**src/rtl/canvas_pkg.sv**
```systemverilog
// Shared canvas geometry, scheduler FSM states and the write bundle type.
// Also used by the VGA controller and the pattern generator.
package canvas_pkg;

    localparam int COLS    = 40;
    localparam int ROWS    = 30;
    localparam int COLOR_W = 6;
    localparam int X_W     = 6;
    localparam int Y_W     = 5;

    typedef enum logic [1:0] {
        ST_IDLE,
        ST_CLEAR,
        ST_DONE
    } state_e;

    typedef struct packed {
        logic [X_W-1:0]     x;
        logic [Y_W-1:0]     y;
        logic [COLOR_W-1:0] color;
    } cell_write_t;

endpackage

```
**src/rtl/canvas_clear_sweeper.sv**
```systemverilog
// Raster sweep over every canvas cell, x inner and y outer.
// Emits one write per cycle while busy, then a one-cycle done pulse.
module canvas_clear_sweeper
    import canvas_pkg::*;
#(
    parameter int COLS = canvas_pkg::COLS,
    parameter int ROWS = canvas_pkg::ROWS
) (
    input  logic               clk,
    input  logic               rst,
    input  logic               start_i,
    input  logic [COLOR_W-1:0] color_i,
    output cell_write_t        cell_o,
    output logic               busy_o,
    output logic               last_o,
    output logic               done_o
);

    logic [X_W-1:0]     x_q;
    logic [Y_W-1:0]     y_q;
    logic [COLOR_W-1:0] color_q;
    logic               busy_q;
    logic               done_q;
    logic               x_end;
    logic               y_end;

    // Wrap points are compared explicitly; counters never rely on overflow.
    assign x_end  = (x_q == X_W'(COLS - 1));
    assign y_end  = (y_q == Y_W'(ROWS - 1));
    assign last_o = busy_q && x_end && y_end;

    always_ff @(posedge clk) begin
        if (rst) begin
            x_q     <= '0;
            y_q     <= '0;
            color_q <= '0;
            busy_q  <= 1'b0;
            done_q  <= 1'b0;
        end else begin
            done_q <= 1'b0;
            if (!busy_q) begin
                if (start_i) begin
                    busy_q  <= 1'b1;
                    x_q     <= '0;
                    y_q     <= '0;
                    color_q <= color_i;
                end
            end else if (x_end) begin
                x_q <= '0;
                if (y_end) begin
                    busy_q <= 1'b0;
                    done_q <= 1'b1;
                    y_q    <= '0;
                end else begin
                    y_q <= y_q + Y_W'(1);
                end
            end else begin
                x_q <= x_q + X_W'(1);
            end
        end
    end

    assign cell_o = '{x: x_q, y: y_q, color: color_q};
    assign busy_o = busy_q;
    assign done_o = done_q;

endmodule

```
**src/rtl/canvas_write_scheduler.sv**
```systemverilog
// Owns the canvas write port: full-canvas clear sweep plus a
// paint/pattern arbiter with a starvation guard for the pattern side.
module canvas_write_scheduler
    import canvas_pkg::*;
#(
    parameter int COLS         = canvas_pkg::COLS,
    parameter int ROWS         = canvas_pkg::ROWS,
    parameter int STARVE_LIMIT = 4
) (
    input  logic               clk,
    input  logic               rst,
    input  logic               clear_req,
    input  logic [COLOR_W-1:0] clear_color,
    input  logic               paint_req,
    input  logic [X_W-1:0]     paint_x,
    input  logic [Y_W-1:0]     paint_y,
    input  logic [COLOR_W-1:0] paint_color,
    output logic               paint_ack,
    input  logic               pat_req,
    input  logic [X_W-1:0]     pat_x,
    input  logic [Y_W-1:0]     pat_y,
    input  logic [COLOR_W-1:0] pat_color,
    output logic               pat_ack,
    output logic               wr_en,
    output logic [X_W-1:0]     wr_x,
    output logic [Y_W-1:0]     wr_y,
    output logic [COLOR_W-1:0] wr_color,
    output logic               clear_busy,
    output logic               clear_done,
    output logic               range_err
);

    localparam int SW = $clog2(STARVE_LIMIT + 1);

    state_e        state_q;
    logic [SW-1:0] starve_q;
    logic          paint_ack_q;
    logic          pat_ack_q;
    logic          arb_wr_q;
    logic          range_err_q;
    cell_write_t   arb_cell_q;

    cell_write_t   sweep_cell;
    cell_write_t   sel_cell;
    logic          sweep_busy;
    logic          sweep_last;
    logic          sweep_done;
    logic          sweep_start;
    logic          arb_open;
    logic          paint_ok;
    logic          pat_ok;
    logic          gnt_paint;
    logic          gnt_pat;
    logic          gnt_any;
    logic          sel_legal;

    always_comb begin
        sweep_start = (state_q == ST_IDLE) && clear_req;
        // DONE issues no write, so the port is free for a grant there.
        arb_open  = ((state_q == ST_IDLE) && !clear_req)
                  || (state_q == ST_DONE);
        paint_ok  = paint_req && !paint_ack_q;
        pat_ok    = pat_req && !pat_ack_q;
        gnt_pat   = arb_open && pat_ok
                  && (!paint_ok || starve_q == SW'(STARVE_LIMIT));
        gnt_paint = arb_open && paint_ok && !gnt_pat;
        gnt_any   = gnt_pat || gnt_paint;
        sel_cell  = gnt_pat ? '{x: pat_x, y: pat_y, color: pat_color}
                            : '{x: paint_x, y: paint_y, color: paint_color};
        sel_legal = (sel_cell.x < X_W'(COLS)) && (sel_cell.y < Y_W'(ROWS));
    end

    always_ff @(posedge clk) begin
        if (rst) begin
            state_q     <= ST_IDLE;
            starve_q    <= '0;
            paint_ack_q <= 1'b0;
            pat_ack_q   <= 1'b0;
            arb_wr_q    <= 1'b0;
            range_err_q <= 1'b0;
            arb_cell_q  <= '0;
        end else begin
            paint_ack_q <= gnt_paint;
            pat_ack_q   <= gnt_pat;
            arb_wr_q    <= gnt_any && sel_legal;
            range_err_q <= gnt_any && !sel_legal;
            arb_cell_q  <= (gnt_any && sel_legal) ? sel_cell : '0;

            if (gnt_pat) begin
                starve_q <= '0;
            end else if (gnt_paint && pat_req
                         && starve_q != SW'(STARVE_LIMIT)) begin
                starve_q <= starve_q + SW'(1);
            end

            unique case (state_q)
                ST_IDLE:  if (clear_req) state_q <= ST_CLEAR;
                ST_CLEAR: if (sweep_last) state_q <= ST_DONE;
                ST_DONE:  state_q <= ST_IDLE;
                default:  state_q <= ST_IDLE;
            endcase
        end
    end

    canvas_clear_sweeper #(
        .COLS (COLS),
        .ROWS (ROWS)
    ) u_sweeper (
        .clk     (clk),
        .rst     (rst),
        .start_i (sweep_start),
        .color_i (clear_color),
        .cell_o  (sweep_cell),
        .busy_o  (sweep_busy),
        .last_o  (sweep_last),
        .done_o  (sweep_done)
    );

    // Sweep and arbiter writes never overlap, so this is a pure register select.
    assign wr_en      = sweep_busy | arb_wr_q;
    assign wr_x       = sweep_busy ? sweep_cell.x : arb_cell_q.x;
    assign wr_y       = sweep_busy ? sweep_cell.y : arb_cell_q.y;
    assign wr_color   = sweep_busy ? sweep_cell.color : arb_cell_q.color;
    assign paint_ack  = paint_ack_q;
    assign pat_ack    = pat_ack_q;
    assign clear_busy = sweep_busy;
    assign clear_done = sweep_done;
    assign range_err  = range_err_q;

endmodule

```
**config.mk**
```make
export PLATFORM = sky130hd
export DESIGN_NAME = canvas_write_scheduler
export DESIGN_NICKNAME = d
export VERILOG_FILES = /design/src/rtl/canvas_pkg.sv /design/src/rtl/canvas_clear_sweeper.sv /design/src/rtl/canvas_write_scheduler.sv
export SDC_FILE = /design/constraint.sdc
export NUM_CORES = 1
export LEC_CHECK = 0
export CORE_MARGIN = 2
export CORE_UTILIZATION = 39
export DETAILED_ROUTE_END_ITERATION = 10
export GPL_ROUTABILITY_DRIVEN = 0
export GPL_TIMING_DRIVEN = 0
export PLACE_DENSITY = 0.72
export SYNTH_ARGS = -nofsm -noshare
export SYNTH_HDL_FRONTEND = slang
export SYNTH_SLANG_ARGS = --single-unit
```
**constraint.sdc**
```tcl
create_clock -name clk -period 2.8 [get_ports clk]
set_input_delay 0.28 -clock clk [delete_from_list [all_inputs] [get_ports clk]]
set_output_delay 0.28 -clock clk [all_outputs]
set_load 0.01 [all_outputs]
```
==> results of run 1 <==
[layout by cell type, fill, tap and decap left out, drive strengths merged, types with 2 or more instances in the layout]
cell	n
mux2i	25
mux2	17
a2111oi	3
or2	2
a311oi	5
a21oi	7
clkbuf	9
nor2	14
buf	9
nor4	2
nand2b	4
nor2b	6
xor2	3
inv	5
o2bb2ai	3
o21ai	5
nand4	3
nor3	18
nand2	4
nand4b	2
dfxtp	45
or3	2
ha	5
nor3b	3
clkdlybuf4s50	67
a41oi	2
nand3	6
[power by group]
| part | internal, W | switching, W | total, W |
|---|---|---|---|
| Clock | 0.000196 | 0.000200 | 0.000396 |
| Sequential | 0.000658 | 0.00000895 | 0.000667 |
| Combinational | 0.000130 | 0.000104 | 0.000234 |
[per-stage QoR]
stage | area (um^2) | util | hold WS, ns
2_1_floorplan | 2196 | - | 0.4269
3_3_place_gp | 2957 | 0.5402 | 0.4674
3_5_place_dp | 2957 | 0.5402 | 0.4747
4_1_cts | 3045 | 0.5565 | 0.4818
5_1_grt | 3049 | 0.5572 | 0.5188
6_report | 3049 | 0.5572 | 0.4815
[kinds of logic after synthesis]
group	Yosys count	synth area share
compound gates	31	0.1094
simple gates	70	0.2017
xor+xnor	4	0.01596
mux	42	0.2028
fa+ha+maj	5	0.02849
buf+inv	16	0.03134
flops	45	0.4103
[worst min-delay path by stage]
stage / from / to / slack, ns / cells past startpoint
floorplan: clear_color[0] / u_sweeper.color_q[0]$_SDFFE_PP0P_ / 0.43 / 2
global placement: state_q[1]$_SDFFE_PP0P_ / state_q[1]$_SDFFE_PP0P_ / 0.47 / 1
detailed placement: state_q[1]$_SDFFE_PP0P_ / state_q[1]$_SDFFE_PP0P_ / 0.47 / 1
CTS: state_q[1]$_SDFFE_PP0P_ / state_q[1]$_SDFFE_PP0P_ / 0.48 / 1
global route: starve_q[2]$_SDFFE_PP0P_ / starve_q[2]$_SDFFE_PP0P_ / 0.52 / 2
finish: state_q[1]$_SDFFE_PP0P_ / state_q[1]$_SDFFE_PP0P_ / 0.48 / 1
[routing by layer]
| layer | part of all wire | global-route usage |
|---|---|---|
| met1 | 0.46 | 0.2192 |
| met4 | 0.017 | 0.06207 |
| met5 | 0 | 0 |
| met3 | 0.047 | 0.03864 |
| met2 | 0.48 | 0.2890 |
[state kept, by name (all words and copies together) (netlist names)]
| signal | flops |
|---|---|
| range_err | 1 |
| u_sweeper.busy_o | 1 |
| u_sweeper.y_q | 5 |
| arb_wr_q | 1 |
| pat_ack | 1 |
| u_sweeper.color_q | 6 |
| u_sweeper.x_q | 6 |
| arb_cell_q | 17 |
| u_sweeper.done_o | 1 |
| state_q | 2 |
| starve_q | 3 |
| paint_ack | 1 |
[worst reg2reg max path: cells and delay by family (launching register included)]
| kind | cells | cell delay (ns) |
|---|---|---|
| AO/OA/AOI/OAI | 1 | 0.60 |
| adder cells (fa/ha/maj) | 1 | 0.15 |
| buffers and inverters | 2 | 0.45 |
| flip-flops | 1 | 0.32 |
| multiplexers | 1 | 0.55 |
| AND/OR/NAND/NOR | 2 | 0.18 |
[area by class of cell]
class | count | area [um^2]
fill | 512 | 2424
multi-input combinational | 152 | 1230
sequential | 45 | 900.9
timing repair buffer | 67 | 670.6
tap | 72 | 90.09
clock buffer | 7 | 86.33
buffer | 11 | 52.55
inverter | 5 | 18.77
[timing repair]
action / in CTS / in global routing
pin swaps: 0 / 0
endpoints found under the setup margin: 7 / 1
resized for setup: 2 / 1
==> metrics, run 1 <==
required time reported for the critical path endpoint 2.52 ns; Core Rows 27; Worst Setup Start Kind flip-flop; leading post-synthesis cells by instance count dfxtp_1 (45), mux2i_1 (24), mux2_2 (17); effective utilization at floorplan 0.4012; sum of net half-perimeters after detailed placement 3.987 mm; number of sinks driven by the clock tree 45; critical path class flip-flop to output port; Clock H-tree levels 2; Power Density 425.3 mW/mm^2; length of the first detailed-routing pass in iterations 4; part of the cycle the worst path needs 0.9362; r2r startpoint starve_q[0]$_SDFFE_PP0P_; total number of vias 1855; final WL 5.036 mm; port bufs 67; FF-to-FF path depth 7; worst setup path endpoint wr_x[4]; LEAKAGE 1.080 nW; fraction of final layout cells with drive strength greater than 1 0.1672; clock root buffer clkbuf_8; signal arrival time at the worst endpoint 2.34 ns; total power consumption of the routed design 0.001297 W; global-route wire length before repair 8.493 mm; Rel. slew slack 0.5660; category of cells accounting for the largest share of critical-path delay buffers and inverters; Synth Flop Type dfxtp_1; Placed Cells incl. Taps 352; path class of the lowest-slack min-delay path flip-flop to flip-flop; antenna violations before repair 0; vias in the first global route 1764; Setup TNS 0 ns; count of hold-fix buffers inserted at cts 0; mean routed wirelength per cell 14.03 um; number of clock buffers inserted by TritonCTS 5; worst path buffer plus inverter count 3; crit path time final 2.621 ns; die height 79.04 um; transition at the pin with the smallest max-transition slack 0.6475 ns; number of library cell types mapped by synthesis 44; Synth warnings 0; Slew Viols, Final 0; biggest area contributors in the synthesized netlist dfxtp_1 (41%), mux2i_1 (11%), mux2_2 (8.7%), nor3_2 (4.6%), ha_1 (2.8%); setup slack of the critical path after layout 0.1786 ns; Critical Path Source u_sweeper.busy_o$_SDFF_PP0_; endpoint of the worst register-to-register path arb_cell_q[8]$_SDFF_PP0_; fmax 381.5 MHz; Net count, final 337; GRT Resource Usage Total 0.1732; net count after synthesis 263; reported max-cap violation count 0; Vias per Instance 5.167; final-report hold violation count 0; result of the run complete, no violations; Clock Path Buffers 2; number of setup violations in the final report 0; ANT cells 0; Post-CTS Setup Bufs 0; master of the slowest instance on the critical path clkdlybuf4s50_1; count of routing violations after the opening detailed-route iteration 97; maximum number of pins on one net before global-route repair 13; CP cell instances buf_1 -> buf_2 -> mux2_2 -> clkdlybuf4s50_1; Critical Path Sink Type output port; worst clock skew 0.006724 ns; Remaining DRCs 0; sequential-to-total area share from yosys stat 0.4103; layout-stage area growth over the synthesis result 38.86%; I/O pin count 68; EDFF count, synth 0; post-synth top area share 0.4103; worst vdd ir 0.1853 mV; Setup WS pre-CTS -0.001823 ns; die area 0.006247 mm^2; Clock Pin Slew Worst Setup and Hold Paths 0.08 ns; RSZ-0062 raised after global routing no; post-synth top area cell dfxtp_1; worst-path maximum fanout 10; clock tree from TritonCTS yes; Async SR Flop Fraction 0; Syn Inst Count 213; width of the chip 79.04 um; overflow left after global routing 0; path length in cells of the critical path 4; source-to-sink clock delay at the later pin of the worst-skew pair 0.29 ns; Max stage delay on crit path 0.49 ns; register-to-register path setup slack 0.41 ns; synthesized cell area 0.002196 mm^2; post-route ant nets 0; most used standard cell by instance count after synthesis dfxtp_1; number of non-filler instances in the completed layout 359; post-synthesis area per instance 10.31 um^2; register bit count reported by yosys 45; placeable core region 0.005473 mm^2
Power figures use the tool's default switching activity.
==> run 2: changes to the inputs <==
--- a/config.mk
+++ b/config.mk
@@ -5,6 +5,7 @@
 export SDC_FILE = /design/constraint.sdc
 export NUM_CORES = 1
 export LEC_CHECK = 0
+export ABC_CLOCK_PERIOD_IN_PS = 2800
 export CORE_MARGIN = 2
 export CORE_UTILIZATION = 39
 export DETAILED_ROUTE_END_ITERATION = 10
==> results of run 2 <==
No change in the layout: final DEF, timing and power equal those of run 1.
